[config.mk]
export PLATFORM = sky130hd
export DESIGN_NAME = mr_regfile_wb
export DESIGN_NICKNAME = d
export VERILOG_FILES = /design/src/rtl/mr_pkg.sv /design/src/rtl/mr_scoreboard.sv /design/src/rtl/mr_regfile_wb.sv
export SDC_FILE = /design/constraint.sdc
export NUM_CORES = 2
export LEC_CHECK = 0
export ABC_CLOCK_PERIOD_IN_PS = 4000
export BUFFER_PORTS_ARGS = -buffer_cell sky130_fd_sc_hd__buf_2
export CORE_MARGIN = 2
export CORE_UTILIZATION = 50
export CTS_BUF_LIST = sky130_fd_sc_hd__clkbuf_4
export DETAILED_ROUTE_END_ITERATION = 6
export GPL_ROUTABILITY_DRIVEN = 0
export PLACE_DENSITY_LB_ADDON = 0.25
export SLEW_MARGIN = 20
export SYNTH_ARGS = -nofsm -noshare
export SYNTH_HDL_FRONTEND = slang
export SYNTH_HIERARCHICAL = 1
export SYNTH_SLANG_ARGS = --single-unit
[constraint.sdc]
create_clock -name clk -period 4 [get_ports clk]
set_input_delay 0.4 -clock clk [delete_from_list [all_inputs] [get_ports clk]]
set_output_delay 0.4 -clock clk [all_outputs]
set_load 0.005 [all_outputs]
[src/rtl/mr_pkg.sv]
// Shared configuration for the writeback / register-file slice: widths and the x0 index.
package mr_pkg;

  localparam int XLEN        = 32;
  localparam int REGSEL_BITS = 5;
  localparam int CNT_BITS    = 64;

  localparam logic [REGSEL_BITS-1:0] REG_ZERO = '0;

endpackage : mr_pkg

[src/rtl/mr_scoreboard.sv]
// Per-register pending-write scoreboard: reserve/commit priority, idle reduction and
// busy lookups for the two read ports. Entry for x0 is held at zero.
module mr_scoreboard #(
  parameter int REGSEL_BITS = mr_pkg::REGSEL_BITS
) (
  input  logic                   clk,
  input  logic                   rst,
  input  logic                   i_set_valid,
  input  logic [REGSEL_BITS-1:0] i_set_reg,
  input  logic                   i_clr_valid,
  input  logic [REGSEL_BITS-1:0] i_clr_reg,
  input  logic [REGSEL_BITS-1:0] i_rs1_sel,
  input  logic [REGSEL_BITS-1:0] i_rs2_sel,
  output logic                   o_rs1_busy,
  output logic                   o_rs2_busy,
  output logic                   o_idle
);
  import mr_pkg::*;

  localparam int NUM_REGS = 1 << REGSEL_BITS;

  logic [NUM_REGS-1:0] r_busy;
  logic [NUM_REGS-1:0] w_busy_nxt;

  // Set is applied after clear so a same-cycle reserve wins over the commit.
  // NOTE: every always_comb output gets a default first so no path leaves it unassigned (no latch).
  always_comb begin
    w_busy_nxt = r_busy;
    if (i_clr_valid) w_busy_nxt[i_clr_reg] = 1'b0;
    if (i_set_valid) w_busy_nxt[i_set_reg] = 1'b1;
    w_busy_nxt[REG_ZERO] = 1'b0;
  end

  // NOTE: sequential state uses non-blocking assignment so all flops update from pre-edge values.
  always_ff @(posedge clk or negedge rst) begin
    if (!rst) r_busy <= '0;
    else      r_busy <= w_busy_nxt;
  end

  assign o_rs1_busy = r_busy[i_rs1_sel];
  assign o_rs2_busy = r_busy[i_rs2_sel];
  assign o_idle     = ~|r_busy;

endmodule : mr_scoreboard

[src/rtl/mr_regfile_wb.sv]
// Writeback stage + integer register file with RAW scoreboard and retired-write counter.
// Optional same-cycle commit bypass on the read ports: define MR_WB_BYPASS_EN.
module mr_regfile_wb #(
  parameter int XLEN        = mr_pkg::XLEN,
  parameter int REGSEL_BITS = mr_pkg::REGSEL_BITS,
  parameter int CNT_BITS    = mr_pkg::CNT_BITS
) (
  input  logic                   clk,
  input  logic                   rst,
  input  logic                   wb_write_i,
  input  logic [XLEN-1:0]        wb_payload_i,
  input  logic [REGSEL_BITS-1:0] wb_dst_reg_i,
  input  logic                   rsv_valid_i,
  input  logic [REGSEL_BITS-1:0] rsv_reg_i,
  input  logic [REGSEL_BITS-1:0] rs1_sel_i,
  input  logic [REGSEL_BITS-1:0] rs2_sel_i,
  output logic [XLEN-1:0]        rs1_data_o,
  output logic [XLEN-1:0]        rs2_data_o,
  output logic                   hazard_o,
  output logic                   idle_o,
  output logic [CNT_BITS-1:0]    retired_o
);
  import mr_pkg::*;

  localparam int NUM_REGS = 1 << REGSEL_BITS;

  logic [XLEN-1:0]     r_regs [NUM_REGS];
  logic [CNT_BITS-1:0] r_retired;

  logic            w_commit;
  logic            w_rs1_busy;
  logic            w_rs2_busy;
  logic            w_idle;
  logic            w_rs1_haz;
  logic            w_rs2_haz;
  logic [XLEN-1:0] w_rs1_arr;
  logic [XLEN-1:0] w_rs2_arr;

  // x0 commits are dropped from the array but still count as retired.
  assign w_commit = wb_write_i && (wb_dst_reg_i != REG_ZERO);

  mr_scoreboard #(
    .REGSEL_BITS (REGSEL_BITS)
  ) u_scoreboard (
    .clk         (clk),
    .rst         (rst),
    .i_set_valid (rsv_valid_i),
    .i_set_reg   (rsv_reg_i),
    .i_clr_valid (wb_write_i),
    .i_clr_reg   (wb_dst_reg_i),
    .i_rs1_sel   (rs1_sel_i),
    .i_rs2_sel   (rs2_sel_i),
    .o_rs1_busy  (w_rs1_busy),
    .o_rs2_busy  (w_rs2_busy),
    .o_idle      (w_idle)
  );

  // NOTE: the array is reset because architectural state must read zero after reset.
  always_ff @(posedge clk or negedge rst) begin
    if (!rst) begin
      for (int i = 0; i < NUM_REGS; i++) r_regs[i] <= '0;
    end else if (w_commit) begin
      r_regs[wb_dst_reg_i] <= wb_payload_i;
    end
  end

  always_ff @(posedge clk or negedge rst) begin
    if (!rst)            r_retired <= '0;
    else if (wb_write_i) r_retired <= r_retired + CNT_BITS'(1);
  end

  assign w_rs1_arr = (rs1_sel_i == REG_ZERO) ? '0 : r_regs[rs1_sel_i];
  assign w_rs2_arr = (rs2_sel_i == REG_ZERO) ? '0 : r_regs[rs2_sel_i];

`ifdef MR_WB_BYPASS_EN
  logic w_rs1_byp;
  logic w_rs2_byp;
  logic w_rs1_rsv;
  logic w_rs2_rsv;

  // w_commit already excludes x0, so a match implies a nonzero selector.
  assign w_rs1_byp = w_commit && (wb_dst_reg_i == rs1_sel_i);
  assign w_rs2_byp = w_commit && (wb_dst_reg_i == rs2_sel_i);
  assign w_rs1_rsv = rsv_valid_i && (rsv_reg_i == rs1_sel_i);
  assign w_rs2_rsv = rsv_valid_i && (rsv_reg_i == rs2_sel_i);

  assign rs1_data_o = w_rs1_byp ? wb_payload_i : w_rs1_arr;
  assign rs2_data_o = w_rs2_byp ? wb_payload_i : w_rs2_arr;
  // A newer writer dispatched this cycle keeps the stall despite the bypassed data.
  assign w_rs1_haz  = w_rs1_busy && (!w_rs1_byp || w_rs1_rsv);
  assign w_rs2_haz  = w_rs2_busy && (!w_rs2_byp || w_rs2_rsv);
`else
  assign rs1_data_o = w_rs1_arr;
  assign rs2_data_o = w_rs2_arr;
  assign w_rs1_haz  = w_rs1_busy;
  assign w_rs2_haz  = w_rs2_busy;
`endif

  assign hazard_o  = w_rs1_haz | w_rs2_haz;
  assign idle_o    = w_idle;
  assign retired_o = r_retired;

endmodule : mr_regfile_wb
==> impl_results.md <==
- Status: finished clean
- Hold Vio Cnt, Final: 0
- Top-level I/O count: 186
- Mapped cell area: 59000 µm²
- HP Start: rsv_reg_i[4]
- Switch Pwr: 9160 µW
- Via count: 40200
- Hold Path Class: in2reg
- Tmin final: 3.83 ns
- Clk_lat worst skew: 1.27 ns
- Number of buffers added on ports: 185
- CP Capture Point: rs1_data_o[6]
- YS warnings: 6
- Switch share: 28.8%
- Clock power share: 31.8%
- CP cell instances: mux4_2, mux2_2, a221oi_2, a2111oi_0, buf_4, buf_2
- WP buf/inv: 2
- CP Max Fanout: 3
- Avg Inst Size Synth: 14.7 µm²
- Post-synth top area share: 47.5%
- Critical Path Source: r_regs[70]$_DFFE_PN0P_
- Synth Area in XOR/XNOR: 0.948%
- Die area: 121000 µm²
- First-pass GRT wire length: 279000 µm
- Routed WL per cell: 30.7 µm
- Sequential area share after synthesis: 47.5%
- P per Cell Area: 477 nW/µm²
- CTS clock-pin slew for the worst setup and hold paths: 0.06 ns
- Post-CTS Setup Inserts: 0
- Multiplexer share of the synthesized area: 41.3%
- TritonCTS clock tree: done
- Layout cells sized above 1: 53.9%
- Syn_nets: 4081
- Final Power: 31900 µW
- Simple-gate share of the synthesized area: 3.45%
- Post-synth EDFFs: 0
- Core footprint: 118000 µm²
- Worst path depth: 6
- DR iter-0 viols: 3817
- Slew headroom: 25.7%
- DRC: 0
- Clock root buffer: clkbuf_4
- Flops & latches, synth: 1119
- RSZ-0062 raised after global routing: false
- R2R Setup Slk: 1.58 ns
- Arrival @ worst endpoint: 3.43 ns
- Slowest cell on crit path: a2111oi_0
- Asr flop ratio synth: 100%
- Die Y: 348 µm
- Final setup violation count: 0
- Int Pwr: 22700 µW
- Startpoint Class: register
- Top post-synthesis cells by area: dfrtp_1 (47%), mux2_2 (20%), mux4_2 (19%)
- Post-Place Cells: 5513
- Cell row count: 126
- Synth Flop Type: dfrtp_1
- Synth Area in Compound Gates: 3.79%
- Most numerous cell in the Yosys netlist: dfrtp_1
- Initial cell density of the core: 50.2%
- Combinational power share: 20.9%
- Final max-slew violation count: 0
- Synthesized-area fraction occupied by adder cells: 0.0212%
- Fin Clk Skew: 0.0332 ns
- Grt ovf: 0
- Synth area leader: dfrtp_1
- Top delay family on crit path: compound AO/OA/AOI/OAI gates
- P&R area growth vs syn: 13.2%
- Largest family of logic cells by synthesized area: multiplexers
- CP Capture Type: output pin
- Period Utilization, post-route: 95.8%
- Seq pwr share: 47.3%
- Worst R2R Start: retired_o[14]$_DFFE_PN0P_
- H-tree Lvls: 5
- Final nets: 4428
- Mapped Cells: 4024
- Max cap viols: 0
- Pin count of the biggest net entering global routing: 94
- Crit path largest cell delay: 0.88 ns
- Initial antenna violation count: 13
- Setup TNS: 0 ns
- Worst Max-Slew Pin Slew: 1.11 ns
- P_leak: 0.0297 µW
- CTS Buffer Depth: 4
- Inserted Clock Buffers: 324
- CTS Sinks: 1119
- Drt pass-1 iters: 7
- Die X: 348 µm
- Reg2Reg Depth: 5
- Final Util: 56.8%
- GRT Overall Usage: 31.4%
- Vias in the first global route: 41400
- WP data required: 3.60 ns
- Synth cell count leaders: dfrtp_1 (1119), mux2_2 (1072), mux4_2 (486), clkbuf_1 (254), mux2i_1 (138)
- Drt total wl: 187000 µm
- Post-DP HPWL: 112000 µm
- FMAX: 0.261 GHz
- Via-to-Cell Ratio: 6.59
- Max VDD drop: 0.305 mV
- Layout Cells excl Fill: 6105
- WS Path Type: reg2out
- Synth cell types: 53
- Critical R2R Capture: retired_o[45]$_DFFE_PN0P_
- ANT nets after route: 0
[metal layers]
| metal | GRT usage (%) | up-vias | part of all wire [%] |
|---|---|---|---|
| li1 | - | 16400 | - |
| met3 | 9.03 | 413 | 9.3 |
| met2 | 48.2 | 2059 | 46 |
| met5 | 0 | - | 0.033 |
| met1 | 42.5 | 21300 | 41 |
| met4 | 12.5 | 10 | 3.7 |
[power by group through the flow]
stage	sequential (µW)	combinational, µW	clock [µW]
after detailed placement	15200	6530	0
final	15100	6650	10100
after CTS	15000	6640	10400
after floorplan	14600	4900	0
after global placement	15100	6400	0
after global routing	15300	7100	11100
[registers in the layout (all words and copies together) (netlist names)]
name and cells:
r_regs 1024, u_scoreboard/r_busy 31, retired_o 64
[placed cells by master (no fill, tap or decap), types with 21 or more instances in the layout]
master            n
xor2_1           25
buf_2           175
nor3_1           29
a221oi_1         21
mux2_2         1072
o21ai_0          95
nand4_1          29
dfrtp_1        1119
dlygate4sd3_1    67
a22oi_1          25
xnor2_1          37
o221ai_1         25
a211oi_1         21
mux4_2          486
nand2_1          78
a21oi_1          37
mux2i_1         138
buf_4           147
a211o_1          24
o22ai_1          42
buf_12           41
clkinv_1         48
nand3_1          55
nor2_1           60
clkbuf_4        460
[worst reg2reg max path: stages (launching register included)]
cell	delay [ns]
dfrtp_1	0.44
nand4_1	0.31
nor4_4	0.57
nor4b_1	0.65
nand4_1	0.20
xnor2_1	0.17
[what timing repair did]
item                       4_1_cts  5_1_grt
hold endpoints to repair      2155        0
gates resized for setup          1        0
hold buffers                    68        0
setup endpoints to repair        1        0
[cell families after synthesis]
group           count (synthesis)
mux                          1696
compound gates                332
simple gates                  389
buf+inv                       424
xor+xnor                       63
flops                        1119
fa+ha+maj                       1
[layout make-up]
class,count,area (µm²)
flip-flops and latches,1119,28000
fillers,9497,50800
diodes,7,17.5
inverters,6,22.5
repair buffers,439,3610
clock buffers,460,3450
well taps,1536,1920
clock inverters,57,243
multi-input cells,2481,29500
[worst min path at each step]
stage                     depth (start not counted)  slack (ns)                                end
after global routing                              4        0.07  u_scoreboard/r_busy[16]$_DFF_PN0_
final                                             4        0.14  u_scoreboard/r_busy[25]$_DFF_PN0_
after global placement                            0        0.36           r_regs[1015]$_DFFE_PN0P_
after floorplan                                   0        0.10              r_regs[0]$_DFFE_PN0P_
after CTS                                         4       0.002  u_scoreboard/r_busy[18]$_DFF_PN0_
after detailed placement                          0        0.36           r_regs[1023]$_DFFE_PN0P_
[metrics by stage]
stage / worst slack [ns] / hold slack [ns] / instance area, µm²
floorplan: 1.42 / 0.104 / 59000
global placement: 0.352 / 0.361 / 62400
detailed placement: 0.371 / 0.365 / 62400
CTS: 0.00429 / 0.00150 / 66800
global route: 0.0635 / 0.0663 / 66800
finish: 0.168 / 0.138 / 66800
(Power assumes the default switching activity.)
